File: config.mk
export PLATFORM = sky130hd
export DESIGN_NAME = axi_burst_mem_slave
export DESIGN_NICKNAME = d
export VERILOG_FILES = /design/src/rtl/axi_pkg.sv /design/src/rtl/axi_slave_mem_array.sv /design/src/rtl/axi_burst_mem_slave.sv
export SDC_FILE = /design/constraint.sdc
export NUM_CORES = 2
export LEC_CHECK = 0
export BUFFER_PORTS_ARGS = -buffer_cell sky130_fd_sc_hd__buf_2
export CAP_MARGIN = 15
export CORE_MARGIN = 5
export CORE_UTILIZATION = 47
export DETAILED_ROUTE_END_ITERATION = 10
export HOLD_SLACK_MARGIN = 0.08
export PLACE_DENSITY = 0.64
export SETUP_SLACK_MARGIN = 0.5
export SLEW_MARGIN = 5
export SYNTH_ARGS = -nofsm -noshare
export SYNTH_HDL_FRONTEND = slang
export SYNTH_SLANG_ARGS = --single-unit
File: constraint.sdc
create_clock -name sys_clk -period 5.54 [get_ports sys_clk]
set_input_delay 1.108 -clock sys_clk [delete_from_list [all_inputs] [get_ports sys_clk]]
set_output_delay 1.108 -clock sys_clk [all_outputs]
set_load 0.02 [all_outputs]
File: src/rtl/axi_pkg.sv
// Shared response codes and FSM state encodings for the burst memory slave.
package axi_pkg;

  localparam logic [1:0] RESP_OKAY   = 2'b00;
  localparam logic [1:0] RESP_SLVERR = 2'b10;

  typedef enum logic [0:0] {
    R_IDLE = 1'b0,
    R_DATA = 1'b1
  } r_state_t;

  typedef enum logic [1:0] {
    W_IDLE = 2'b00,
    W_DATA = 2'b01,
    W_RESP = 2'b10
  } w_state_t;

endpackage

File: src/rtl/axi_slave_mem_array.sv
// Word-addressed register array: one synchronous write port, one async read port.
// Contents come up as mem[i] = i + INIT_OFFSET and are never cleared by reset.
module axi_slave_mem_array #(
  parameter int DATA_WIDTH  = 32,
  parameter int MEM_AW      = 6,
  parameter int INIT_OFFSET = 50
) (
  input  logic                  clk,
  input  logic                  we,
  input  logic [MEM_AW-1:0]     waddr,
  input  logic [DATA_WIDTH-1:0] wdata,
  input  logic [MEM_AW-1:0]     raddr,
  output logic [DATA_WIDTH-1:0] rdata
);

  localparam int DEPTH = 32'd1 << MEM_AW;

  function automatic logic [DEPTH-1:0][DATA_WIDTH-1:0] init_image();
    logic [DEPTH-1:0][DATA_WIDTH-1:0] img;
    for (int i = 0; i < DEPTH; i++) begin
      img[i] = DATA_WIDTH'(i + INIT_OFFSET);
    end
    return img;
  endfunction

  logic [DEPTH-1:0][DATA_WIDTH-1:0] mem = init_image();

  // Write port; a read of the same word in this cycle still sees the old value.
  always_ff @(posedge clk) begin
    if (we) begin
      mem[waddr] <= wdata;
    end
  end

  assign rdata = mem[raddr];

endmodule

File: src/rtl/axi_burst_mem_slave.sv
// AXI-style INCR burst memory responder with independent read and write engines.
// Beats addressed at or beyond the memory depth return SLVERR and never touch storage.
module axi_burst_mem_slave
  import axi_pkg::*;
#(
  parameter int ADDR_WIDTH  = 32,
  parameter int DATA_WIDTH  = 32,
  parameter int LEN_WIDTH   = 8,
  parameter int MEM_AW      = 6,
  parameter int INIT_OFFSET = 50
) (
  input  logic                  sys_clk,
  input  logic                  sys_rst,
  input  logic                  arvalid,
  output logic                  arready,
  input  logic [ADDR_WIDTH-1:0] araddr,
  input  logic [LEN_WIDTH-1:0]  arlen,
  output logic                  rvalid,
  input  logic                  rready,
  output logic [DATA_WIDTH-1:0] rdata,
  output logic [1:0]            rresp,
  output logic                  rlast,
  input  logic                  awvalid,
  output logic                  awready,
  input  logic [ADDR_WIDTH-1:0] awaddr,
  input  logic [LEN_WIDTH-1:0]  awlen,
  input  logic                  wvalid,
  output logic                  wready,
  input  logic [DATA_WIDTH-1:0] wdata,
  input  logic                  wlast,
  output logic                  bvalid,
  input  logic                  bready,
  output logic [1:0]            bresp
);

  localparam int HI_W = ADDR_WIDTH - MEM_AW;
  localparam logic [ADDR_WIDTH-1:0] ADDR_STEP = {{(ADDR_WIDTH-1){1'b0}}, 1'b1};
  localparam logic [ADDR_WIDTH-1:0] ADDR_ZERO = {ADDR_WIDTH{1'b0}};
  localparam logic [LEN_WIDTH-1:0]  LEN_STEP  = {{(LEN_WIDTH-1){1'b0}}, 1'b1};
  localparam logic [LEN_WIDTH-1:0]  LEN_ZERO  = {LEN_WIDTH{1'b0}};
  localparam logic [DATA_WIDTH-1:0] DATA_ZERO = {DATA_WIDTH{1'b0}};

  function automatic logic addr_in_range(input logic [ADDR_WIDTH-1:0] addr);
    return (addr[ADDR_WIDTH-1:MEM_AW] == {HI_W{1'b0}});
  endfunction

  r_state_t r_state;
  w_state_t w_state;

  logic [ADDR_WIDTH-1:0] r_addr_r, w_addr_r, rd_addr_s;
  logic [LEN_WIDTH-1:0]  r_len_r, r_cnt_r, r_cnt_next_s, w_len_r, w_cnt_r;
  logic [DATA_WIDTH-1:0] mem_rdata_s;
  logic rd_ok_s, w_beat_s, w_ok_s, w_at_len_s, w_end_s, w_beat_err_s, w_err_r, mem_we_s;

  // Read port address: the AR address when idle, otherwise the following beat.
  always_comb begin
    rd_addr_s = r_addr_r + ADDR_STEP;
    if (r_state == R_IDLE) begin
      rd_addr_s = araddr;
    end else begin
      rd_addr_s = r_addr_r + ADDR_STEP;
    end
    rd_ok_s      = addr_in_range(rd_addr_s);
    r_cnt_next_s = r_cnt_r + LEN_STEP;
  end

  // Write beat qualification; an early wlast or a missing one both flag the burst.
  always_comb begin
    w_beat_s     = (w_state == W_DATA) && wvalid && wready;
    w_ok_s       = addr_in_range(w_addr_r);
    w_at_len_s   = (w_cnt_r == w_len_r);
    w_end_s      = wlast || w_at_len_s;
    w_beat_err_s = !w_ok_s || (wlast != w_at_len_s);
    mem_we_s     = w_beat_s && w_ok_s;
  end

  axi_slave_mem_array #(
    .DATA_WIDTH (DATA_WIDTH),
    .MEM_AW     (MEM_AW),
    .INIT_OFFSET(INIT_OFFSET)
  ) u_slave_mem (
    .clk  (sys_clk),
    .we   (mem_we_s),
    .waddr(w_addr_r[MEM_AW-1:0]),
    .wdata(wdata),
    .raddr(rd_addr_s[MEM_AW-1:0]),
    .rdata(mem_rdata_s)
  );

  // Read engine: load a beat on AR accept and on every non-final R handshake.
  always_ff @(posedge sys_clk) begin
    if (sys_rst) begin
      r_state  <= R_IDLE;
      arready  <= 1'b1;
      rvalid   <= 1'b0;
      rlast    <= 1'b0;
      rresp    <= RESP_OKAY;
      rdata    <= DATA_ZERO;
      r_addr_r <= ADDR_ZERO;
      r_len_r  <= LEN_ZERO;
      r_cnt_r  <= LEN_ZERO;
    end else begin
      case (r_state)
        R_IDLE: begin
          if (arvalid && arready) begin
            r_addr_r <= araddr;
            r_len_r  <= arlen;
            r_cnt_r  <= LEN_ZERO;
            rdata    <= rd_ok_s ? mem_rdata_s : DATA_ZERO;
            rresp    <= rd_ok_s ? RESP_OKAY : RESP_SLVERR;
            rvalid   <= 1'b1;
            rlast    <= (arlen == LEN_ZERO);
            arready  <= 1'b0;
            r_state  <= R_DATA;
          end
        end
        R_DATA: begin
          if (rvalid && rready) begin
            if (rlast) begin
              rvalid  <= 1'b0;
              rlast   <= 1'b0;
              arready <= 1'b1;
              r_state <= R_IDLE;
            end else begin
              r_addr_r <= rd_addr_s;
              r_cnt_r  <= r_cnt_next_s;
              rdata    <= rd_ok_s ? mem_rdata_s : DATA_ZERO;
              rresp    <= rd_ok_s ? RESP_OKAY : RESP_SLVERR;
              rlast    <= (r_cnt_next_s == r_len_r);
            end
          end
        end
        default: begin
          rvalid  <= 1'b0;
          rlast   <= 1'b0;
          arready <= 1'b1;
          r_state <= R_IDLE;
        end
      endcase
    end
  end

  // Write engine: accept AW, absorb W beats, then hold the burst response.
  always_ff @(posedge sys_clk) begin
    if (sys_rst) begin
      w_state  <= W_IDLE;
      awready  <= 1'b1;
      wready   <= 1'b0;
      bvalid   <= 1'b0;
      bresp    <= RESP_OKAY;
      w_addr_r <= ADDR_ZERO;
      w_len_r  <= LEN_ZERO;
      w_cnt_r  <= LEN_ZERO;
      w_err_r  <= 1'b0;
    end else begin
      case (w_state)
        W_IDLE: begin
          if (awvalid && awready) begin
            w_addr_r <= awaddr;
            w_len_r  <= awlen;
            w_cnt_r  <= LEN_ZERO;
            w_err_r  <= 1'b0;
            awready  <= 1'b0;
            wready   <= 1'b1;
            w_state  <= W_DATA;
          end
        end
        W_DATA: begin
          if (w_beat_s) begin
            w_addr_r <= w_addr_r + ADDR_STEP;
            w_cnt_r  <= w_cnt_r + LEN_STEP;
            w_err_r  <= w_err_r | w_beat_err_s;
            if (w_end_s) begin
              wready  <= 1'b0;
              bvalid  <= 1'b1;
              bresp   <= (w_err_r || w_beat_err_s) ? RESP_SLVERR : RESP_OKAY;
              w_state <= W_RESP;
            end
          end
        end
        W_RESP: begin
          if (bready) begin
            bvalid  <= 1'b0;
            awready <= 1'b1;
            w_state <= W_IDLE;
          end
        end
        default: begin
          wready  <= 1'b0;
          bvalid  <= 1'b0;
          awready <= 1'b1;
          w_state <= W_IDLE;
        end
      endcase
    end
  end

endmodule

==> impl_metrics.json <==
{
  "dr.first_iter.drc_count": 6727,
  "synth_area_um2": 86810,
  "synth_flop_cell": "edfxtp_1",
  "dr.pass1.iters": 8,
  "io_pins": 162,
  "clock_latency_ns": 0.87,
  "ant_nets": 0,
  "cts_made_buffers": 210,
  "stdcell_area_um2": 99150,
  "start_kind": "register",
  "finalMaxSlewViolations": 0,
  "grt_max_degree": 157,
  "numPortBuffers": 159,
  "p_clk_share_pct": 39.5,
  "yosysMostFrequentCell": "edfxtp_1",
  "dp_hpwl_um": 137100,
  "power_density_nw_per_um2": 367.0,
  "cts_root_buffer": "clkbuf_16",
  "synthTopCellsByArea": "edfxtp_1 71%, mux4_2 8.0%, nand2_1 3.3%",
  "syn_to_final_growth_pct": 14.21,
  "synth-async-reset-ratio_pct": 0,
  "layout_min_cycle_time_ns": 4.632,
  "intPower_w": 0.02758,
  "cts_tree": "built",
  "gp_congestion": 0.8568,
  "setup_tns_ns": 0,
  "yosys.area.top_type": "edfxtp_1",
  "clk_pin_slew_ns": 0.06,
  "crit_path_frequent_cell": "buf_4",
  "fmax_mhz": 215.9,
  "yosysTopAreaCellShare_pct": 70.84,
  "cp_max_fo": 34,
  "status": "completed",
  "path_cells": "inv_1, nor2_2, buf_4, nand3_1, nor4_1, nand2_1, nor2_4, buf_4",
  "cpPeakStageDelay_ns": 0.96,
  "num_vias": 51480,
  "grt_pass1_vias": 49420,
  "synth-edff-count": 2048,
  "core_area_um2": 183500,
  "drive_gt1_share_pct": 19.69,
  "cp-end-kind": "register",
  "seq_area_frac_synth_pct": 74.07,
  "cp_data_required_time_ns": 6.02,
  "tightest_slew_ns": 1.219,
  "syn_avg_cell_area_um2": 16.34,
  "power_w": 0.03638,
  "combPwrFrac_pct": 10.4,
  "initial_core_util_pct": 47.32,
  "die_h_um": 439.8,
  "rsz0062_at_grt": "no",
  "wl_um": 243700,
  "worstSetupPathType": "register to register",
  "power_switching_w": 0.008807,
  "postCtsSetupBuffers": 0,
  "finClkSkew_ns": 0.08535,
  "grt_pass1_wl_um": 350300,
  "finalCritPeriodShare_pct": 83.61,
  "routedWlPerCell_um": 29.75,
  "setup_viol": 0,
  "peakVddDrop_v": 0.0002818,
  "place_area_um2": 91950,
  "cts_hold_buf": 0,
  "htreeDepth": 4,
  "synth_cell_types": 74,
  "drcViolationCount": 0,
  "grt.total_usage_pct": 24.76,
  "seqPwrFrac_pct": 50.0,
  "ys_top_cells_by_count": "2048 x edfxtp_1, 768 x nand2_1, 310 x mux4_2",
  "leakage_nw": 32.20,
  "slowest_stage": "nor4_1",
  "yosys_warnings": 0,
  "nets": 5662,
  "drv_cap": 0,
  "cts_resized": 0,
  "antenna_found_initial": 10,
  "cts_buffer_depth": 3,
  "synthCells": 5312,
  "vias_per_cell": 6.285,
  "grt-ovfl-total": 0,
  "final_hold_viol_count": 0,
  "swShare_pct": 24.21,
  "rows": 157,
  "die_area_um2": 193400,
  "dieWidth_um": 439.8,
  "synth_seq_cells": 2188,
  "fill_cells": 14410,
  "clock-sinks": 2188,
  "hold_path_class": "register to register",
  "cp.arrival_ns": 5.11,
  "slew_headroom_pct": 18.73
}
routing by layer:
layer  vias up  GRT usage, %  part of all wire, %
met5         -             0                0.023
met4         8         7.769                  3.3
met3       385         5.063                  9.9
met2      2717         38.04                   46
met1     26730         35.94                   41
li1      21650             -                    -
per-stage QoR:
stage / hold slack, ns / worst slack [ns] / util (%) / instances
2_1_floorplan: 0.4478 / 1.678 / - / 5313
3_3_place_gp: 0.4581 / 0.7196 / 50.11 / 7778
3_5_place_dp: 0.4582 / 0.7700 / 50.12 / 7778
4_1_cts: 0.4665 / 0.9617 / 53.92 / 8176
5_1_grt: 0.4806 / 0.6330 / 54.04 / 8188
6_report: 0.4658 / 0.9081 / 54.04 / 8191
worst paths after layout:
check / start / endpoint / cells past startpoint / slack, ns
max reg2reg: w_state[0] / u_slave_mem.mem[1408] / 8 / 0.91
min: w_len_r[1] / w_len_r[1] / 2 / 0.47
min reg2reg: w_len_r[1] / w_len_r[1] / 2 / 0.47
max: w_state[0] / u_slave_mem.mem[1408] / 8 / 0.91
worst max-delay path, delay by kind of cell (launching register included):
kind / cells / cell delay (ns)
buf+inv: 3 / 0.82
flops: 1 / 0.46
simple gates: 5 / 2.99
cell usage in the layout, fill, tap and decap left out, types with 52 or more instances in the layout:
cell type	Yosys	routed
clkinv_1	0	52
nand2_1	768	767
clkbuf_16	0	211
nor2_1	194	125
nand3_1	179	179
a311oi_1	169	169
a21oi_1	90	89
edfxtp_1	2048	2048
mux4_2	310	310
buf_4	6	197
nor4_1	55	54
mux2i_1	68	66
and3_1	189	189
buf_2	72	158
dfxtp_1	140	139
nor2_4	0	67
nor3_1	99	99
a211oi_1	189	189
sequential cells by signal (all words and copies together) (netlist names), 2 cells and up:
signal and count:
r_cnt_r 8, w_cnt_r 8, r_len_r 8, w_state 2
w_len_r 8, u_slave_mem.mem 2048, rdata 32, w_addr_r 32
r_addr_r 32
power by group through the flow:
stage	logic [W]	clock network (W)	registers [W]
floorplan	0.00227	0	0.0185
global placement	0.00372	0	0.0186
detailed placement	0.00375	0	0.0186
CTS	0.00377	0.0145	0.0182
global route	0.00403	0.0153	0.0182
finish	0.00379	0.0144	0.0182
logic make-up after synthesis:
family                     count (synthesis)  synth area share [%]
AOI/OAI and AO/OA                        718                 6.370
xor gates and xnor gates                  50                0.5044
adders and majority gates                  5               0.07206
buffers and inverters                    401                 1.889
DFF                                     2188                 74.07
muxes                                    383                 8.891
other                                      1              0.004320
and+or+nand+nor                         1566                 8.199
final cells by class:
type                            instances  area (µm²)  area share, %
Antenna cell                            4       10.01        0.01010
Multi-Input combinational cell       2724       21490          21.67
Tap cell                             2464        3083          3.109
Clock buffer                          257        5543          5.590
Clock inverter                        141        1430          1.442
Inverter                                8       30.03        0.03029
Timing Repair Buffer                  405        3266          3.294
Sequential cell                      2188       64300          64.85
(Power assumes the default switching activity.)
